`src/rtl/hamming_scrub_sched_if.sv`:
```
// Control/status bundle between the scrub scheduler and its controller.
// The master side drives run/err_in/clear_err; the slave (scheduler) drives status.
interface hamming_scrub_sched_if #(
    parameter int unsigned ERR_W   = 8,
    parameter int unsigned SCRUB_W = 16
);
    logic               run;
    logic               err_in;
    logic               clear_err;
    logic               enable;
    logic               scrub_active;
    logic               scrub_done;
    logic               err_seen;
    logic [ERR_W-1:0]   err_count;
    logic [SCRUB_W-1:0] scrub_count;

    modport master (
        output run, err_in, clear_err,
        input  enable, scrub_active, scrub_done, err_seen, err_count, scrub_count
    );

    modport slave (
        input  run, err_in, clear_err,
        output enable, scrub_active, scrub_done, err_seen, err_count, scrub_count
    );
endinterface

```
`src/rtl/hamming_scrub_sched.sv`:
```
// Enable scheduler for the Hamming-protected counter: PERIOD-cycle bursts, each closed by an
// enable-low scrub window (ENCODE, CHECK, DONE) that counts windows and errored windows.
module hamming_scrub_sched #(
    parameter int unsigned PERIOD       = 16,
    parameter int unsigned CHECK_CYCLES = 3,
    parameter int unsigned ERR_W        = 8,
    parameter int unsigned SCRUB_W      = 16
) (
    input logic                   clk,
    input logic                   rst,
    hamming_scrub_sched_if.slave  bus
);
    localparam int unsigned BW = (PERIOD > 1) ? $clog2(PERIOD) : 1;
    localparam int unsigned CW = $clog2(CHECK_CYCLES);

    localparam logic [BW-1:0]    BurstLast = BW'(PERIOD - 1);
    localparam logic [CW-1:0]    ChkLast   = CW'(CHECK_CYCLES - 1);
    localparam logic [ERR_W-1:0] ErrMax    = '1;

    typedef enum logic [2:0] {StIdle, StCount, StEncode, StCheck, StDone} state_e;

    state_e             state_q, state_d;
    logic [BW-1:0]      burst_q, burst_d;
    logic [CW-1:0]      chk_q, chk_d;
    logic               win_err_q, win_err_d;
    logic               err_seen_q, err_seen_d;
    logic [ERR_W-1:0]   err_count_q, err_count_d;
    logic [SCRUB_W-1:0] scrub_count_q, scrub_count_d;
    logic               enable_q, enable_d;
    logic               active_q, active_d;
    logic               done_q, done_d;
    logic               done_err;

    always_comb begin
        state_d       = state_q;
        burst_d       = burst_q;
        chk_d         = chk_q;
        win_err_d     = win_err_q;
        scrub_count_d = scrub_count_q;

        unique case (state_q)
            StIdle: begin
                if (bus.run) begin
                    state_d = StCount;
                    burst_d = '0;
                end
            end
            StCount: begin
                burst_d = burst_q + 1'b1;
                if (burst_q == BurstLast || !bus.run) state_d = StEncode;
            end
            StEncode: begin
                state_d   = StCheck;
                chk_d     = '0;
                win_err_d = 1'b0;
            end
            StCheck: begin
                // run is deliberately not sampled here; the window always completes.
                win_err_d = win_err_q | bus.err_in;
                chk_d     = chk_q + 1'b1;
                if (chk_q == ChkLast) state_d = StDone;
            end
            StDone: begin
                scrub_count_d = scrub_count_q + 1'b1;
                burst_d       = '0;
                state_d       = bus.run ? StCount : StIdle;
            end
            default: state_d = StIdle;
        endcase
    end

    // An errored DONE coinciding with clear_err survives the clear as a single count.
    always_comb begin
        err_count_d = err_count_q;
        err_seen_d  = err_seen_q;
        done_err    = (state_q == StDone) && win_err_q;
        if (bus.clear_err) begin
            err_count_d = ERR_W'(done_err);
            err_seen_d  = done_err;
        end else if (done_err) begin
            err_seen_d = 1'b1;
            if (err_count_q != ErrMax) err_count_d = err_count_q + 1'b1;
        end
    end

    always_comb begin
        enable_d = (state_d == StCount);
        active_d = (state_d == StEncode) || (state_d == StCheck) || (state_d == StDone);
        done_d   = (state_d == StDone);
    end

    always_ff @(posedge clk or posedge rst) begin
        if (rst) begin
            state_q       <= StIdle;
            burst_q       <= '0;
            chk_q         <= '0;
            win_err_q     <= 1'b0;
            err_seen_q    <= 1'b0;
            err_count_q   <= '0;
            scrub_count_q <= '0;
            enable_q      <= 1'b0;
            active_q      <= 1'b0;
            done_q        <= 1'b0;
        end else begin
            state_q       <= state_d;
            burst_q       <= burst_d;
            chk_q         <= chk_d;
            win_err_q     <= win_err_d;
            err_seen_q    <= err_seen_d;
            err_count_q   <= err_count_d;
            scrub_count_q <= scrub_count_d;
            enable_q      <= enable_d;
            active_q      <= active_d;
            done_q        <= done_d;
        end
    end

    assign bus.enable       = enable_q;
    assign bus.scrub_active = active_q;
    assign bus.scrub_done   = done_q;
    assign bus.err_seen     = err_seen_q;
    assign bus.err_count    = err_count_q;
    assign bus.scrub_count  = scrub_count_q;
endmodule

```
`src/flat_wrapper.sv`:
```
// flat-port wrapper written by rule: the top's interface ports become plain ports
module hamming_scrub_sched_flat 
#(
    parameter int unsigned PERIOD       = 16,
    parameter int unsigned CHECK_CYCLES = 3,
    parameter int unsigned ERR_W        = 8,
    parameter int unsigned SCRUB_W      = 16
)
  (clk, rst, bus_run, bus_err_in, bus_clear_err, bus_enable, bus_scrub_active, bus_scrub_done, bus_err_seen, bus_err_count, bus_scrub_count);
  hamming_scrub_sched_if #(.ERR_W(ERR_W), .SCRUB_W(SCRUB_W)) bus_i ();
  input logic clk;
  input logic rst;
  input wire logic [$bits(bus_i.run)-1:0] bus_run;
  input wire logic [$bits(bus_i.err_in)-1:0] bus_err_in;
  input wire logic [$bits(bus_i.clear_err)-1:0] bus_clear_err;
  output wire logic [$bits(bus_i.enable)-1:0] bus_enable;
  output wire logic [$bits(bus_i.scrub_active)-1:0] bus_scrub_active;
  output wire logic [$bits(bus_i.scrub_done)-1:0] bus_scrub_done;
  output wire logic [$bits(bus_i.err_seen)-1:0] bus_err_seen;
  output wire logic [$bits(bus_i.err_count)-1:0] bus_err_count;
  output wire logic [$bits(bus_i.scrub_count)-1:0] bus_scrub_count;
  assign bus_i.run = bus_run;
  assign bus_i.err_in = bus_err_in;
  assign bus_i.clear_err = bus_clear_err;
  assign bus_enable = bus_i.enable;
  assign bus_scrub_active = bus_i.scrub_active;
  assign bus_scrub_done = bus_i.scrub_done;
  assign bus_err_seen = bus_i.err_seen;
  assign bus_err_count = bus_i.err_count;
  assign bus_scrub_count = bus_i.scrub_count;
  hamming_scrub_sched #(.PERIOD(PERIOD), .CHECK_CYCLES(CHECK_CYCLES), .ERR_W(ERR_W), .SCRUB_W(SCRUB_W)) u_core (.clk(clk), .rst(rst), .bus(bus_i));
endmodule
```
`config.mk`:
```
export PLATFORM = sky130hd
export DESIGN_NAME = hamming_scrub_sched_flat
export DESIGN_NICKNAME = d
export VERILOG_FILES = /design/src/rtl/hamming_scrub_sched_if.sv /design/src/rtl/hamming_scrub_sched.sv /design/src/flat_wrapper.sv
export SDC_FILE = /design/constraint.sdc
export NUM_CORES = 1
export LEC_CHECK = 0
export ABC_AREA = 1
export BUFFER_PORTS_ARGS = -buffer_cell sky130_fd_sc_hd__buf_4
export CAP_MARGIN = 10
export CORE_MARGIN = 1
export CORE_UTILIZATION = 34
export CTS_BUF_LIST = sky130_fd_sc_hd__clkbuf_2
export DETAILED_ROUTE_END_ITERATION = 10
export PLACE_DENSITY = 0.54
export SYNTH_ARGS = -nofsm -noshare
export SYNTH_HDL_FRONTEND = slang
export SYNTH_SLANG_ARGS = --single-unit
```
`constraint.sdc`:
```
create_clock -name clk -period 2.1 [get_ports clk]
set_clock_uncertainty 0.2 [all_clocks]
set_input_delay 0.105 -clock clk [delete_from_list [all_inputs] [get_ports clk]]
set_output_delay 0.105 -clock clk [all_outputs]
set_load 0.05 [all_outputs]
```
==> flow_summary.json, run 1 <==
{
  "status": "complete, no violations",
  "crit_cells": 7,
  "grt_first_pass_wirelength_mm": 6.92,
  "rows": 27,
  "cts_max_level": 2,
  "worstRegToRegCells": 7,
  "fp.dieH_um": 77.6,
  "netlist_instances": 248,
  "fin_cells": 364,
  "dp_hpwl_mm": 2.78,
  "r2r_start": "u_core.bus.err_count[0]$_DFFE_PP0P_",
  "ys_types": 23,
  "synth_compound_area_share_pct": 6.19,
  "synth_warnings": 0,
  "rsz0062_at_grt": "no",
  "synthFlopType": "dfrtp_1",
  "grt_pass1_vias": 1529,
  "port_buffers": 32,
  "ys_top_cells_by_count": "79 x nand2_1, 38 x dfrtp_1, 30 x nor2_1, 29 x inv_1, 16 x nand3_1",
  "synth_area_per_cell_um2": 7.83,
  "slew_violations": 0,
  "arrival_ns": 1.79,
  "r2r-end": "u_core.bus.err_count[7]$_DFFE_PP0P_",
  "syn_area_mm2": 0.00194,
  "total_power_mw": 1.96,
  "synth_top_family_by_area": "simple AND/OR/NAND/NOR gates",
  "fp.dieW_um": 77.6,
  "crit_path_frequent_cell": "nand2_1",
  "gp_congestion": 0.731,
  "core-area_mm2": 0.00551,
  "grt-ovfl-total": 0,
  "clk_pin_slew_ns": 0.20,
  "cts_tree": "done",
  "die_area_mm2": 0.00601,
  "ys_top_cells_by_area": "dfrtp_1 49%, nand2_1 15%, nor2_1 5.8%, inv_1 5.6%, nand3_1 4.1%",
  "post-route-period-util_pct": 79.2,
  "synth_area_leader_cell": "dfrtp_1",
  "setup_viol": 0,
  "synthArstFlopShare_pct": 100,
  "synth-simple-area-share_pct": 30.0,
  "routed_via_density": 4.44,
  "maxCapViolations": 0,
  "crit_buf_inv": 1,
  "synthXorXnorAreaFrac_pct": 5.42,
  "synth_mux_area_share_pct": 0,
  "ys_ff_latch": 38,
  "antenna_cells": 0,
  "crit_path_start_kind": "register",
  "wl_per_cell_um": 10.5,
  "synth_top_cell_area_share_pct": 49.0,
  "clk_path_buf_depth": 2,
  "p_leak_nw": 1.18,
  "crit_path_max_fanout": 15,
  "pin_count": 33,
  "drt-initial-drc-count": 67,
  "clkSinkCount": 38,
  "powerDensity_mw_per_mm2": 837,
  "start_util_pct": 35.2,
  "max_clock_freq_ghz": 0.601,
  "peakVddDrop_mv": 0.478,
  "critical_path_required_ns": 2.23,
  "synth_most_common_cell": "nand2_1",
  "slowest_stage": "dfrtp_1",
  "cpPeakStageDelay_ns": 0.45,
  "track_usage_pct": 14.5,
  "min_path_type": "input pin to asynchronous set/reset pin",
  "worstPathCellList": "ha_1, nand2_1, inv_1, nand3_1, nand2_2, nand2_1, o21ai_1",
  "areaGrowthSynthToFinish_pct": 20.8,
  "cpLargestDelayFamily": "simple AND/OR/NAND/NOR gates",
  "dr.pass1.iters": 4,
  "synth_edf_count": 0,
  "antenna_left": 0,
  "syn_nets": 257,
  "cp-startpoint": "u_core.bus.err_count[0]$_DFFE_PP0P_",
  "clock-root-buffer": "clkbuf_2",
  "clk_latency_ns": 0.39,
  "wl_mm": 3.82,
  "grt_max_degree": 39,
  "worst_slew_pin_slew_ns": 0.504,
  "via_count": 1615,
  "nets": 300,
  "place_inst": 352,
  "fin_tns_setup_ns": 0,
  "end_kind": "register",
  "numCtsBuffers": 5,
  "r2r_setup_slack_ns": 0.44,
  "antenna_found_initial": 0,
  "critical_path.endpoint": "u_core.bus.err_count[7]$_DFFE_PP0P_",
  "drive_gt1_share_pct": 16.8,
  "final_hold_viol_count": 0,
  "drc": 0,
  "synthAdderAreaFrac_pct": 2.58,
  "ctsResizeCount": 0,
  "slew_headroom_pct": 66.4,
  "crit_type": "register to register",
  "ys_seq_area_share_pct": 49.0,
  "post-route-min-period_ns": 1.66
}
worst reg2reg max path, delay by kind of cell, from the launching register on:
family / cells / cell delay (ns)
buffers and inverters: 1 / 0.11
flip-flops: 1 / 0.45
AND/OR/NAND/NOR: 4 / 0.54
AO/OA/AOI/OAI: 1 / 0.08
adder cells (fa/ha/maj): 1 / 0.22
cells by family after synthesis:
| kind of cell | after synthesis |
|---|---|
| buffers and inverters | 33 |
| DFF | 38 |
| adders and majority gates | 4 |
| and+or+nand+nor | 139 |
| AOI/OAI and AO/OA | 22 |
| xor gates and xnor gates | 12 |
report_power, final:
group	leakage [nW]	switching (mW)	total, mW	internal, mW
Sequential	0.509	0.105	0.968	0.863
Combinational	0.650	0.458	0.674	0.216
Clock	0.0255	0.249	0.320	0.0712
Total	1.18	0.812	1.96	1.15
what timing repair did:
item | 4_1_cts | 5_1_grt
setup buffers | 0 | 0
endpoints found under the setup margin | 0 | 0
hold buffers | 4 | 0
hold endpoints to repair | 55 | 0
how the worst min path moves through the flow:
stage,slack [ns],cells past startpoint,end
2_1_floorplan,0.04,2,u_core.win_err_q$_DFFE_PP0P_
3_3_place_gp,0.07,3,u_core.chk_q[1]$_DFFE_PP0P_
3_5_place_dp,0.07,3,u_core.chk_q[1]$_DFFE_PP0P_
4_1_cts,0.14,4,u_core.bus.scrub_count[15]$_DFFE_PP0N_
5_1_grt,0.17,4,u_core.bus.scrub_count[15]$_DFFE_PP0N_
6_report,0.15,4,u_core.bus.scrub_count[3]$_DFFE_PP0N_
sequential cells by signal, summed over array words and instances (netlist names):
name	flops
u_core.burst_q	4
u_core.bus.err_seen	1
u_core.bus.scrub_done	1
u_core.bus.enable	1
u_core.bus.err_count	8
u_core.chk_q	2
u_core.bus.scrub_active	1
u_core.state_q	3
u_core.win_err_q	1
u_core.bus.scrub_count	16
per-stage QoR:
step	instance area, um^2	hold WS, ns	util (%)	worst slack, ns
2_1_floorplan	1940	0.0362	-	0.234
3_3_place_gp	2270	0.0704	41.2	0.462
3_5_place_dp	2270	0.0696	41.2	0.460
4_1_cts	2340	0.138	42.6	0.433
5_1_grt	2340	0.173	42.6	0.238
6_report	2340	0.154	42.6	0.437
cells in the final DEF (no fill, tap or decap):
master and count:
nand2_1 79, dfrtp_1 38, buf_4 33, nor2_1 30, inv_1 29, nand3_1 16, o21ai_0 10, xor2_1 8
o21ai_1 7, nand4_1 5, clkbuf_2 5, xnor2_1 4, ha_1 4, dlygate4sd3_1 4, inv_2 3, nand2_2 3
clkinv_1 3, nor3_1 2, a21oi_1 2, nor2_4 1, a31o_2 1, o21bai_1 1, nor3_2 1, nor2_2 1
a22o_1 1, or2_2 1
layout make-up:
| cell class | count | area, um^2 |
|---|---|---|
| Tap cell | 72 | 90.1 |
| Sequential cell | 38 | 951 |
| Timing Repair Buffer | 37 | 288 |
| Fill cell | 568 | 3160 |
| Clock inverter | 3 | 11.3 |
| Clock buffer | 5 | 25.0 |
| Multi-Input combinational cell | 177 | 858 |
| Inverter | 32 | 120 |
metal layers:
metal | track usage (%) | routed length, um | vias up
met5 | 0 | 0 | -
met4 | 5.28 | 51 | 0
met3 | 3.76 | 131 | 5
met2 | 22.9 | 1670 | 30
met1 | 19.1 | 1970 | 722
li1 | - | - | 858
No activity file was read; power rests on OpenSTA's default activity.
==> run 2, diff against run 1 <==
==> constraint.sdc (replaced) <==
create_clock -name clk -period 1.7 [get_ports clk]
set_clock_uncertainty 0.2 [all_clocks]
set_input_delay 0.085 -clock clk [delete_from_list [all_inputs] [get_ports clk]]
set_output_delay 0.085 -clock clk [all_outputs]
set_load 0.05 [all_outputs]
==> run 2 against run 1 <==
Against the previous run:
- cell area up 3.4%
- critical path depth down 1
- combinational power up 29%
- sequential cell count unchanged
- sequential power up 23%
- register-to-register slack worse by 0.32 ns
- power up 25%
- largest cell class unchanged
- hold slack worse by 0.029 ns
==> flow_summary.json, run 2 (synthesis gave the netlist of run 1 again) <==
{
  "status": "complete, no violations",
  "grt_first_pass_wirelength_mm": 6.86,
  "fp.dieH_um": 77.6,
  "critical_path_required_ns": 1.78,
  "worstPathCellList": "ha_1, nand2_1, inv_1, nand3_2, nand2_2, o21ai_1",
  "crit_type": "register to register",
  "register_area_um2": 961,
  "antenna_found_initial": 0,
  "slowest_stage": "dfrtp_2",
  "crit_path_max_fanout": 7,
  "cts_max_level": 2,
  "wl_per_cell_um": 11.0,
  "clock-root-buffer": "clkbuf_2",
  "met3_usage_pct": 2.47,
  "gp_congestion": 0.779,
  "busiest_layer": "met2",
  "design_area_mm2": 0.00242,
  "antenna_left": 0,
  "grt_pass1_vias": 1465,
  "cts_tree": "done",
  "max_clock_freq_ghz": 0.633,
  "worstRegToRegCells": 6,
  "use_met1_pct": 20.9,
  "largest_reg_flops": 16,
  "crit_path_start_kind": "register",
  "areaGrowthSynthToFinish_pct": 24.8,
  "via_count": 1684,
  "r2r-end": "u_core.bus.err_count[4]$_DFFE_PP0P_",
  "grt_max_degree": 39,
  "clkSinkCount": 38,
  "slew_headroom_pct": 68.1,
  "fin_cells": 371,
  "routed_via_density": 4.54,
  "pin_count": 33,
  "powerDensity_mw_per_mm2": 1020,
  "drive_gt1_share_pct": 22.4,
  "arrival_ns": 1.66,
  "end_kind": "register",
  "dp_hpwl_mm": 2.95,
  "dr.pass1.iters": 4,
  "final_common_cell": "nand2_1",
  "n_fill_cell": 573,
  "p_leak_nw": 1.21,
  "clk_latency_ns": 0.39,
  "post-route-period-util_pct": 92.9,
  "wl_mm": 4.06,
  "drc": 0,
  "place_inst": 358,
  "numCtsBuffers": 5,
  "peakVddDrop_mv": 0.668,
  "clk_path_buf_depth": 2,
  "slew_violations": 0,
  "clk_pin_slew_ns": 0.22,
  "post-route-min-period_ns": 1.58,
  "grt-ovfl-total": 0,
  "multi_input_area_um2": 880,
  "setup_viol": 0,
  "final_hold_viol_count": 0,
  "antenna_cells": 0,
  "dpl_cell_area_mm2": 0.00232,
  "start_util_pct": 35.2,
  "core-area_mm2": 0.00551,
  "drt-initial-drc-count": 80,
  "cpPeakStageDelay_ns": 0.44,
  "layout_common_cells": "79 x nand2_1, 39 x buf_4, 30 x nor2_1, 30 x dfrtp_1, 29 x inv_1",
  "track_usage_pct": 14.6,
  "die_area_mm2": 0.00601,
  "use_met2_pct": 21.5,
  "fp.dieW_um": 77.6,
  "nets": 307,
  "rows": 27,
  "min_path_type": "input pin to asynchronous set/reset pin",
  "r2r_setup_slack_ns": 0.12,
  "port_buffers": 32,
  "maxCapViolations": 0,
  "r2r_start": "u_core.bus.err_count[0]$_DFFE_PP0P_",
  "worst_slew_pin_slew_ns": 0.479
}
[run 2: cell types whose count changed in the layout (fill, tap and decap cells not counted), sizes merged]
cell	delta
buf	+6
clkbuf	+2
clkinv	-2
nand2	+1
[run 2: what timing repair did]
item | in CTS | in global routing
endpoints found under the setup margin | 0 | 10
hold buffers | 4 | 0
gates resized for setup | 0 | 3
buffers inserted | 0 | 0
endpoints found under the hold margin | 54 | 0
[run 2: final cells by class]
| type | count | area share (%) |
|---|---|---|
| Clock buffer | 7 | 1.45 |
| Clock inverter | 1 | 0.155 |
| Inverter | 32 | 4.96 |
| Multi-Input combinational cell | 178 | 36.3 |
| Sequential cell | 38 | 39.7 |
| Tap cell | 72 | 3.72 |
| Timing Repair Buffer | 43 | 13.7 |
[run 2: how the worst max path moves through the flow]
| stage | from | to | cells after the start |
|---|---|---|---|
| finish | u_core.bus.err_count[0]$_DFFE_PP0P_ | u_core.bus.err_count[4]$_DFFE_PP0P_ | 6 |
| global route | u_core.bus.err_count[0]$_DFFE_PP0P_ | u_core.bus.err_count[4]$_DFFE_PP0P_ | 6 |
| detailed placement | u_core.bus.err_count[0]$_DFFE_PP0P_ | u_core.bus.err_count[4]$_DFFE_PP0P_ | 7 |
| global placement | u_core.state_q[1]$_DFF_PP0_ | u_core.bus.scrub_count[5]$_DFFE_PP0N_ | 5 |
| floorplan | u_core.bus.err_count[0]$_DFFE_PP0P_ | u_core.bus.err_count[6]$_DFFE_PP0P_ | 8 |
| CTS | u_core.bus.err_count[0]$_DFFE_PP0P_ | u_core.bus.err_count[4]$_DFFE_PP0P_ | 7 |
[run 2: power by group]
part	internal [mW]	switching, mW
clock	0.110	0.287
sequential	1.07	0.121
combinational	0.285	0.584
total	1.47	0.993
[run 2: critical path, delay by kind of cell (launching register included)]
family / cells / cell delay, ns
compound gates: 1 / 0.09
fa+ha+maj: 1 / 0.20
flops: 1 / 0.44
buf+inv: 1 / 0.13
simple gates: 3 / 0.42
[run 2: routing by layer]
layer,routed length [um],part of all wire [%]
met1,2130,52
met2,1810,45
met3,85,2.1
met4,40,0.98
met5,0,0
[run 2: stage by stage]
stage	setup slack, ns	util [%]	hold slack (ns)	total power [mW]	TNS, ns
floorplan	0.00175	-	0.0162	1.83	0
global placement	0.112	42.2	0.0330	2.07	0
detailed placement	0.0857	42.2	0.0476	2.08	0
CTS	0.0591	43.6	0.117	2.50	0
global route	-0.0108	44.0	0.140	2.67	-0.0208
finish	0.121	44.0	0.125	2.46	0
